<file path="src/rtl/instr_fetch_unit.sv">
// instr_fetch_unit
//   Fetch stage in front of the opcode decoder. Owns the PC, issues word
//   requests to instruction memory over a req/ack handshake, and hands one
//   instruction per transfer to decode over valid/ready. A 1-entry skid
//   buffer catches the word that returns while decode is stalled. Redirects
//   from downstream (jumps / taken branches) restart fetch at a new PC.
//
// Ports
//   clk, reset              clock (rising edge), async active-low reset
//   redirect, redirect_pc   refetch request and target (low two bits ignored)
//   imem_req, imem_addr     fetch request and word-aligned byte address
//   imem_ack, imem_data     request completion and returned instruction
//   if_valid, id_ready      decode handshake (transfer = if_valid & id_ready)
//   if_instr, if_opcode     instruction to decode and its opcode field
//   if_pc, if_pc_plus4      address of if_instr and its link value
module instr_fetch_unit #(
  parameter int                ADDR_W   = 16,
  parameter int                INSTR_W  = 32,
  parameter logic [ADDR_W-1:0] RESET_PC = '0
) (
  input  logic               clk,
  input  logic               reset,
  input  logic               redirect,
  input  logic [ADDR_W-1:0]  redirect_pc,
  output logic               imem_req,
  output logic [ADDR_W-1:0]  imem_addr,
  input  logic               imem_ack,
  input  logic [INSTR_W-1:0] imem_data,
  output logic               if_valid,
  input  logic               id_ready,
  output logic [INSTR_W-1:0] if_instr,
  output logic [5:0]         if_opcode,
  output logic [ADDR_W-1:0]  if_pc,
  output logic [ADDR_W-1:0]  if_pc_plus4
);

  typedef enum logic [1:0] {IDLE, FETCH, STALL} state_t;

  localparam logic [ADDR_W-1:0] WORD_BYTES = ADDR_W'(4);

  state_t              state, state_nxt;
  logic [ADDR_W-1:0]   pc, pc_nxt;
  // drop marks an outstanding request whose word must be thrown away because
  // a redirect arrived before its ack; held_addr keeps that request's address
  // on the bus until memory completes it.
  logic                drop, drop_nxt;
  logic [ADDR_W-1:0]   held_addr, held_addr_nxt;
  logic                skid_valid, skid_valid_nxt;
  logic [INSTR_W-1:0]  skid_instr, skid_instr_nxt;
  logic [ADDR_W-1:0]   skid_pc, skid_pc_nxt;
  logic                out_valid, out_valid_nxt;
  logic [INSTR_W-1:0]  out_instr, out_instr_nxt;
  logic [ADDR_W-1:0]   out_pc, out_pc_nxt;
  logic [ADDR_W-1:0]   out_pc4, out_pc4_nxt;
  logic                out_free;

  // NOTE: every signal this block drives gets a default first, so no path
  // leaves a value unassigned and no latch is inferred.
  always_comb begin
    state_nxt      = state;
    pc_nxt         = pc;
    drop_nxt       = drop;
    held_addr_nxt  = held_addr;
    skid_valid_nxt = skid_valid;
    skid_instr_nxt = skid_instr;
    skid_pc_nxt    = skid_pc;
    out_valid_nxt  = out_valid;
    out_instr_nxt  = out_instr;
    out_pc_nxt     = out_pc;
    out_pc4_nxt    = out_pc4;

    imem_req  = (state == FETCH);
    imem_addr = drop ? held_addr : pc;
    out_free  = !out_valid || id_ready;

    // A completed transfer empties the output register unless refilled below.
    if (out_valid && id_ready) out_valid_nxt = 1'b0;

    unique case (state)
      IDLE: state_nxt = FETCH;
      FETCH: begin
        if (imem_ack) begin
          if (drop) begin
            drop_nxt = 1'b0;
          end else if (out_free) begin
            out_valid_nxt = 1'b1;
            out_instr_nxt = imem_data;
            out_pc_nxt    = pc;
            out_pc4_nxt   = pc + WORD_BYTES;
            pc_nxt        = pc + WORD_BYTES;
          end else begin
            skid_valid_nxt = 1'b1;
            skid_instr_nxt = imem_data;
            skid_pc_nxt    = pc;
            pc_nxt         = pc + WORD_BYTES;
            state_nxt      = STALL;
          end
        end
      end
      STALL: begin
        if (id_ready) begin
          out_valid_nxt  = 1'b1;
          out_instr_nxt  = skid_instr;
          out_pc_nxt     = skid_pc;
          out_pc4_nxt    = skid_pc + WORD_BYTES;
          skid_valid_nxt = 1'b0;
          state_nxt      = FETCH;
        end
      end
      default: state_nxt = IDLE;
    endcase

    // Redirect overrides everything above. An ack in the same cycle simply
    // discards its word; an unacked request stays on the bus until memory
    // answers, and its word is dropped then.
    if (redirect) begin
      pc_nxt         = {redirect_pc[ADDR_W-1:2], 2'b00};
      out_valid_nxt  = 1'b0;
      skid_valid_nxt = 1'b0;
      if (state == FETCH) begin
        if (imem_ack) begin
          drop_nxt = 1'b0;
        end else begin
          drop_nxt      = 1'b1;
          held_addr_nxt = imem_addr;
        end
      end
      if (state != IDLE) state_nxt = FETCH;
    end
  end

  // NOTE: state registers use non-blocking assignments so every flop samples
  // the pre-edge values computed above.
  always_ff @(posedge clk or negedge reset) begin
    if (!reset) begin
      state      <= IDLE;
      pc         <= RESET_PC;
      drop       <= 1'b0;
      held_addr  <= RESET_PC;
      skid_valid <= 1'b0;
      out_valid  <= 1'b0;
      out_instr  <= '0;
      out_pc     <= '0;
      out_pc4    <= '0;
    end else begin
      state      <= state_nxt;
      pc         <= pc_nxt;
      drop       <= drop_nxt;
      held_addr  <= held_addr_nxt;
      skid_valid <= skid_valid_nxt;
      out_valid  <= out_valid_nxt;
      out_instr  <= out_instr_nxt;
      out_pc     <= out_pc_nxt;
      out_pc4    <= out_pc4_nxt;
    end
  end

  // NOTE: the skid payload carries no reset; skid_valid alone qualifies it,
  // so leaving the data flops reset-free is safe.
  always_ff @(posedge clk) begin
    skid_instr <= skid_instr_nxt;
    skid_pc    <= skid_pc_nxt;
  end

  assign if_valid    = out_valid;
  assign if_instr    = out_instr;
  assign if_opcode   = out_instr[INSTR_W-1 -: 6];
  assign if_pc       = out_pc;
  assign if_pc_plus4 = out_pc4;

endmodule

</file>
<file path="config.mk">
export PLATFORM = sky130hd
export DESIGN_NAME = instr_fetch_unit
export DESIGN_NICKNAME = d
export VERILOG_FILES = /design/src/rtl/instr_fetch_unit.sv
export SDC_FILE = /design/constraint.sdc
export NUM_CORES = 1
export LEC_CHECK = 0
export CORE_ASPECT_RATIO = 1.75
export CORE_MARGIN = 5
export CORE_UTILIZATION = 50
export DETAILED_ROUTE_END_ITERATION = 8
export MAX_ROUTING_LAYER = met4
export PLACE_DENSITY = 0.81
export SETUP_SLACK_MARGIN = 0.2
export SLEW_MARGIN = 20
export SYNTH_ARGS = -nofsm -noshare
export SYNTH_HDL_FRONTEND = slang
export SYNTH_SLANG_ARGS = --single-unit
export TNS_END_PERCENT = 100
</file>
<file path="constraint.sdc">
create_clock -name clk -period 2.8 [get_ports clk]
set_clock_uncertainty 0.05 [all_clocks]
set_input_delay 0.56 -clock clk [delete_from_list [all_inputs] [get_ports clk]]
set_output_delay 0.56 -clock clk [all_outputs]
set_load 0.02 [all_outputs]
</file>
==> metrics.csv, run 1 <==
metric,value,unit
die_area,15400,um2
drc,0,
net-switching-power,0.00311,W
area_growth,32.1,%
path_class,flop to output pin,
clockBufferDepth,2,
crit_path_max_fanout,22,
syn-cell-area,6480,um2
status,"finished, final reports clean",
drive_gt1_share,12.1,%
tns,0,ps
most-common-layout-cells,"clkdlybuf4s50_1 (132), dfrtp_1 (93), nand2_1 (90)",
cts_tree,built,
setup_viol,0,
path_cells,"mux2_2, clkdlybuf4s50_1",
end_kind,output pin,
dpl.hpwl,11.0,mm
critPathLaunchType,flop,
antenna_found_initial,0,
wl_met2,8.25,mm
synth_cell_types,49,
die_width,96.0,um
hold_viol,0,
hold_ws,159,ps
overflow,0,
cts-root-buf,clkbuf_16,
synth-edff-count,46,
avgSynthCellArea,11.6,um2
highest_layer,met4,
path_clk_slew,60,ps
power.leakage,3.37,nW
core_area,12800,um2
drt_iter0_drc,221,
internal_power,0.00592,W
yosys.area.top_type,dfrtp_1,
numClockSinks,140,
grt_max_degree,71,
period_minus_slack,2550,ps
die_h,161,um
slew_viol_final,0,
fmax,0.392,GHz
finalWirelength,14.8,mm
synth_flop_cell,dfrtp_1,
vias_per_cell,5.28,
cts_buffers,17,
cts_hold_buf,0,
grt_pass1_wl,24.0,mm
nNetsFinal,741,
synth.top_cells.by_area,"dfrtp_1 (36%), edfxtp_1 (21%), mux2i_1 (8.3%)",
yosysWarningCount,0,
max-vdd-ir-drop,0.000519,V
row_count,55,
pin_count,141,
async_flop_share,67.1,%
hold_class,input port to asynchronous set/reset pin,
path_delay_family,flip-flops,
pwr-share-comb,38.2,%
rsz0062_at_grt,true,
slew_headroom,42.8,%
clkPwrFrac,27.0,%
m1WireLength,5.42,mm
p_seq_share,34.8,%
wl_per_cell,17.0,um
worstSkewPairLatency,410,ps
crit_path_max_incr_delay,580,ps
tightestPinTransition,858,ps
drv_cap,0,
port_buffers,134,
yosys.area.top_type_share,36.3,%
syn_inst,560,
drtAntennaViolNets,0,
grt.total_usage,20.5,%
start_util,50.6,%
antenna_cells,0,
htree_levels,4,
synth-seq-cells,140,
grt_pass1_vias,4867,
fin_crit_sh,91.2,%
seq_area_frac_synth,57.6,%
gp_congestion,0.883,
swShare,34.5,%
crit_path_top_delay_cell,dfrtp_4,
crit_buf_inv,1,
layout_commonest_cell,clkdlybuf4s50_1,
required,2190,ps
powerDensity,1050,nW/um2
wl_met3,668,um
arrival,1940,ps
first_pass_iters,4,
vias,4574,
power groups by stage:
| stage | Sequential (W) | Clock, W | Combinational, W |
|---|---|---|---|
| after floorplan | 0.00357 | 0 | 0.00152 |
| after CTS | 0.00315 | 0.00248 | 0.00350 |
| after detailed placement | 0.00318 | 0 | 0.00349 |
| after global placement | 0.00313 | 0 | 0.00338 |
| final | 0.00314 | 0.00244 | 0.00345 |
| after global routing | 0.00322 | 0.00258 | 0.00374 |
sequential cells by signal (all words and copies together), names as in the netlist:
| register | cells |
|---|---|
| drop | 1 |
| pc | 14 |
| if_valid | 1 |
| held_addr | 16 |
| state | 2 |
| if_pc | 14 |
| skid_instr | 32 |
| if_instr | 32 |
| if_pc_plus4 | 14 |
| skid_pc | 14 |
worst reg2reg max path: stages (launching register included):
cell	delay, ps
dfrtp_1	430
inv_1	110
ha_2	230
buf_4	690
and2_1	270
a211o_1	130
a21boi_0	170
cells by family (layout without fill, tap and decap cells):
family          after synthesis  count (layout)  synth area share [%]
fa+ha+maj                     6               6                  1.16
flops                       140             140                  57.6
buf+inv                      54             186                  4.73
compound gates               96              96                  8.13
simple gates                147             147                  10.6
xor+xnor                     36              36                  4.87
other cells                   1               4                0.0579
mux                          80              80                  12.9
layout make-up:
class,count,area [um2]
Clock inverter,13,215
Multi-Input combinational cell,369,2470
Clock buffer,19,433
Fill cell,972,4240
Timing Repair Buffer,146,1460
Inverter,8,30.0
Tap cell,171,214
Sequential cell,140,3740
Yosys cell counts, types with 4 or more instances:
cell type / instances
dfrtp_1: 94
nand2_1: 90
o21ai_0: 68
mux2i_1: 54
edfxtp_1: 46
mux2_2: 26
xnor2_1: 20
buf_2: 17
xor2_1: 16
buf_4: 14
nor2_1: 12
clkbuf_1: 11
nand3_1: 10
a21oi_1: 9
nand4_1: 8
ha_1: 6
inv_1: 6
and2_1: 5
nor3_1: 5
o21ai_1: 5
buf_6: 4
nor4_1: 4
final timing paths:
kind,slack (ps),depth (start not counted),endpoint,start
max in group asynchronous,1740,2,drop,reset
worst max register to register,640,6,if_pc[2],state[0]
worst min register to register,430,2,if_pc[5],if_pc[5]
worst max-delay path,250,2,imem_addr[6],drop
min in group clk,430,2,if_pc[5],if_pc[5]
worst min-delay path,160,1,if_instr[26],reset
per-layer routing:
| metal | global-route usage [%] | vias up |
|---|---|---|
| li1 | - | 2194 |
| met1 | 21.9 | 2220 |
| met2 | 36.2 | 130 |
| met3 | 3.37 | 30 |
| met4 | 8.68 | 0 |
| met5 | - | - |
per-stage QoR:
| stage | instance area, um2 | worst slack [ps] | std cells | utilization (%) | power (W) |
|---|---|---|---|---|---|
| after global placement | 7900 | 385 | 834 | 61.7 | 0.00651 |
| after detailed placement | 7900 | 350 | 834 | 61.7 | 0.00667 |
| after CTS | 8560 | 224 | 866 | 66.9 | 0.00913 |
| final | 8560 | 247 | 866 | 66.9 | 0.00903 |
| after floorplan | 6490 | 242 | 563 | - | 0.00509 |
| after global routing | 8560 | 186 | 866 | 66.9 | 0.00953 |
repair_timing:
item                                    CTS  global route
endpoints found under the setup margin   17             3
cloned                                    0             0
buffers inserted                          0             0
gates resized for setup                   3             2
pin swaps                                 0             0
(Power assumes the default switching activity.)
==> run 2, diff against run 1 <==
--- a/config.mk
+++ b/config.mk
@@ -7,10 +7,10 @@
 export LEC_CHECK = 0
 export CORE_ASPECT_RATIO = 1.75
 export CORE_MARGIN = 5
-export CORE_UTILIZATION = 50
+export CORE_UTILIZATION = 51
 export DETAILED_ROUTE_END_ITERATION = 8
 export MAX_ROUTING_LAYER = met4
-export PLACE_DENSITY = 0.81
+export PLACE_DENSITY = 0.82
 export SETUP_SLACK_MARGIN = 0.2
 export SLEW_MARGIN = 20
 export SYNTH_ARGS = -nofsm -noshare
==> run 2 against run 1 <==
Via count down 1.5%. Core utilization up 0.97 points. Register-to-register slack worse by 60 ps. Critical path type unchanged. Maximum frequency down 0.60%.
==> metrics.csv, run 2 (same netlist as run 1, synthesis figures left out) <==
metric,value,unit
port_buffers,134,
max-vdd-ir-drop,0.000445,V
critPathLaunchType,flop,
cts_hold_buf,0,
crit_path_top_delay_cell,dfrtp_4,
setup_viol,0,
grt_pass1_vias,4862,
grt_pass1_wl,24.0,mm
multi_input_area,2470,um2
status,"finished, final reports clean",
die_area,15100,um2
r2r_cells,8,
finish.instance_area,8480,um2
wl_met3,682,um
layout_commonest_cell,clkdlybuf4s50_1,
die_width,95.2,um
die_h,159,um
antenna_found_initial,0,
powerDensity,1020,nW/um2
fin_util,67.8,%
area_growth,30.9,%
reg2reg_slack,580,ps
hold_class,input port to asynchronous set/reset pin,
highest_layer,met4,
antenna_cells,0,
clockBufferDepth,2,
pin_count,141,
arrival,1960,ps
dpl.hpwl,10.9,mm
postPlaceCellArea,7920,um2
tightestPinTransition,601,ps
crit_path_max_incr_delay,590,ps
overflow,0,
rsz0062_at_grt,true,
core_area,12500,um2
slew_headroom,59.9,%
fillCellCount,919,
fin_total_pwr,0.00866,W
wl_met2,7.89,mm
finalWirelength,14.6,mm
r2r-start,state[0],
gp_congestion,0.919,
row_count,54,
path_clk_slew,60,ps
path_delay_family,flip-flops,
htree_levels,4,
drt_iter0_drc,303,
grt_max_degree,64,
fin_crit_sh,91.7,%
worstSkewPairLatency,420,ps
seqCellArea,3740,um2
path_class,flop to output pin,
cts_resized,3,
postCtsSetupBuffers,0,
slew_viol_final,0,
drc,0,
grt.total_usage,21.0,%
vias_per_cell,5.23,
period_minus_slack,2570,ps
m1WireLength,5.64,mm
required,2190,ps
cts-root-buf,clkbuf_16,
nNetsFinal,740,
cts_buffers,17,
drtAntennaViolNets,0,
fmax,0.389,GHz
drive_gt1_share,12.1,%
crit_path_max_fanout,22,
fin_cells,862,
first_pass_iters,4,
end_kind,output pin,
wl_per_cell,16.9,um
r2r-end,state[0],
start_util,51.8,%
crit_buf_inv,1,
numClockSinks,140,
most-common-layout-cells,"clkdlybuf4s50_1 (132), dfrtp_1 (93), nand2_1 (90)",
power.leakage,3.32,nW
drv_cap,0,
hold_viol,0,
cts_tree,built,
path_cells,"mux2_2, clkdlybuf4s50_1",
post-place-cells,830,
tns,0,ps
vias,4506,
run 2: changes by cell type in the layout (fill, tap and decap cells not counted), sizes merged:
cell and change:
inv +6, bufinv -5, clkinv -3, clkinvlp +3
buf -1, clkbuf -1
run 2: layout make-up:
| cell class | count | share of cell area, % |
|---|---|---|
| multi-input cells | 369 | 29.2 |
| clock inverters | 14 | 1.48 |
| inverters | 8 | 0.354 |
| flip-flops and latches | 140 | 44.1 |
| clock buffers | 18 | 5.06 |
| well taps | 168 | 2.48 |
| repair buffers | 145 | 17.4 |
run 2: power by group:
group	total (W)	switching, W	internal, W
combinational	0.00344	0.00185	0.00158
sequential	0.00314	0.000405	0.00273
clock	0.00209	0.000922	0.00117
total	0.00866	0.00318	0.00548
run 2: metal layers:
layer,GRT usage [%],up-vias
met2,36.2,145
met1,22.9,2138
met5,-,-
li1,-,2196
met4,9.59,0
met3,3.74,27
run 2: worst max path at each step:
stage                   from             end  slack [ps]  cells after the start
floorplan           state[1]   skid_instr[0]         240                      4
global placement        drop    imem_addr[3]         380                      2
detailed placement  imem_ack  if_pc_plus4[3]         340                      5
CTS                     drop   imem_addr[14]         210                      2
global route            drop    imem_addr[4]         180                      2
finish                  drop    imem_addr[5]         230                      2
run 2: per-stage QoR:
step	setup WS [ps]	hold slack, ps
floorplan	242	214
global placement	383	412
detailed placement	340	421
CTS	211	120
global route	179	144
finish	232	94.0
==> run 3, diff against run 2 <==
--- a/config.mk
+++ b/config.mk
@@ -12,6 +12,7 @@
 export MAX_ROUTING_LAYER = met4
 export PLACE_DENSITY = 0.82
 export SETUP_SLACK_MARGIN = 0.2
+export SKIP_LAST_GASP = 1
 export SLEW_MARGIN = 20
 export SYNTH_ARGS = -nofsm -noshare
 export SYNTH_HDL_FRONTEND = slang
==> results of run 3 <==
No change in the layout: final DEF, timing and power equal those of run 2.
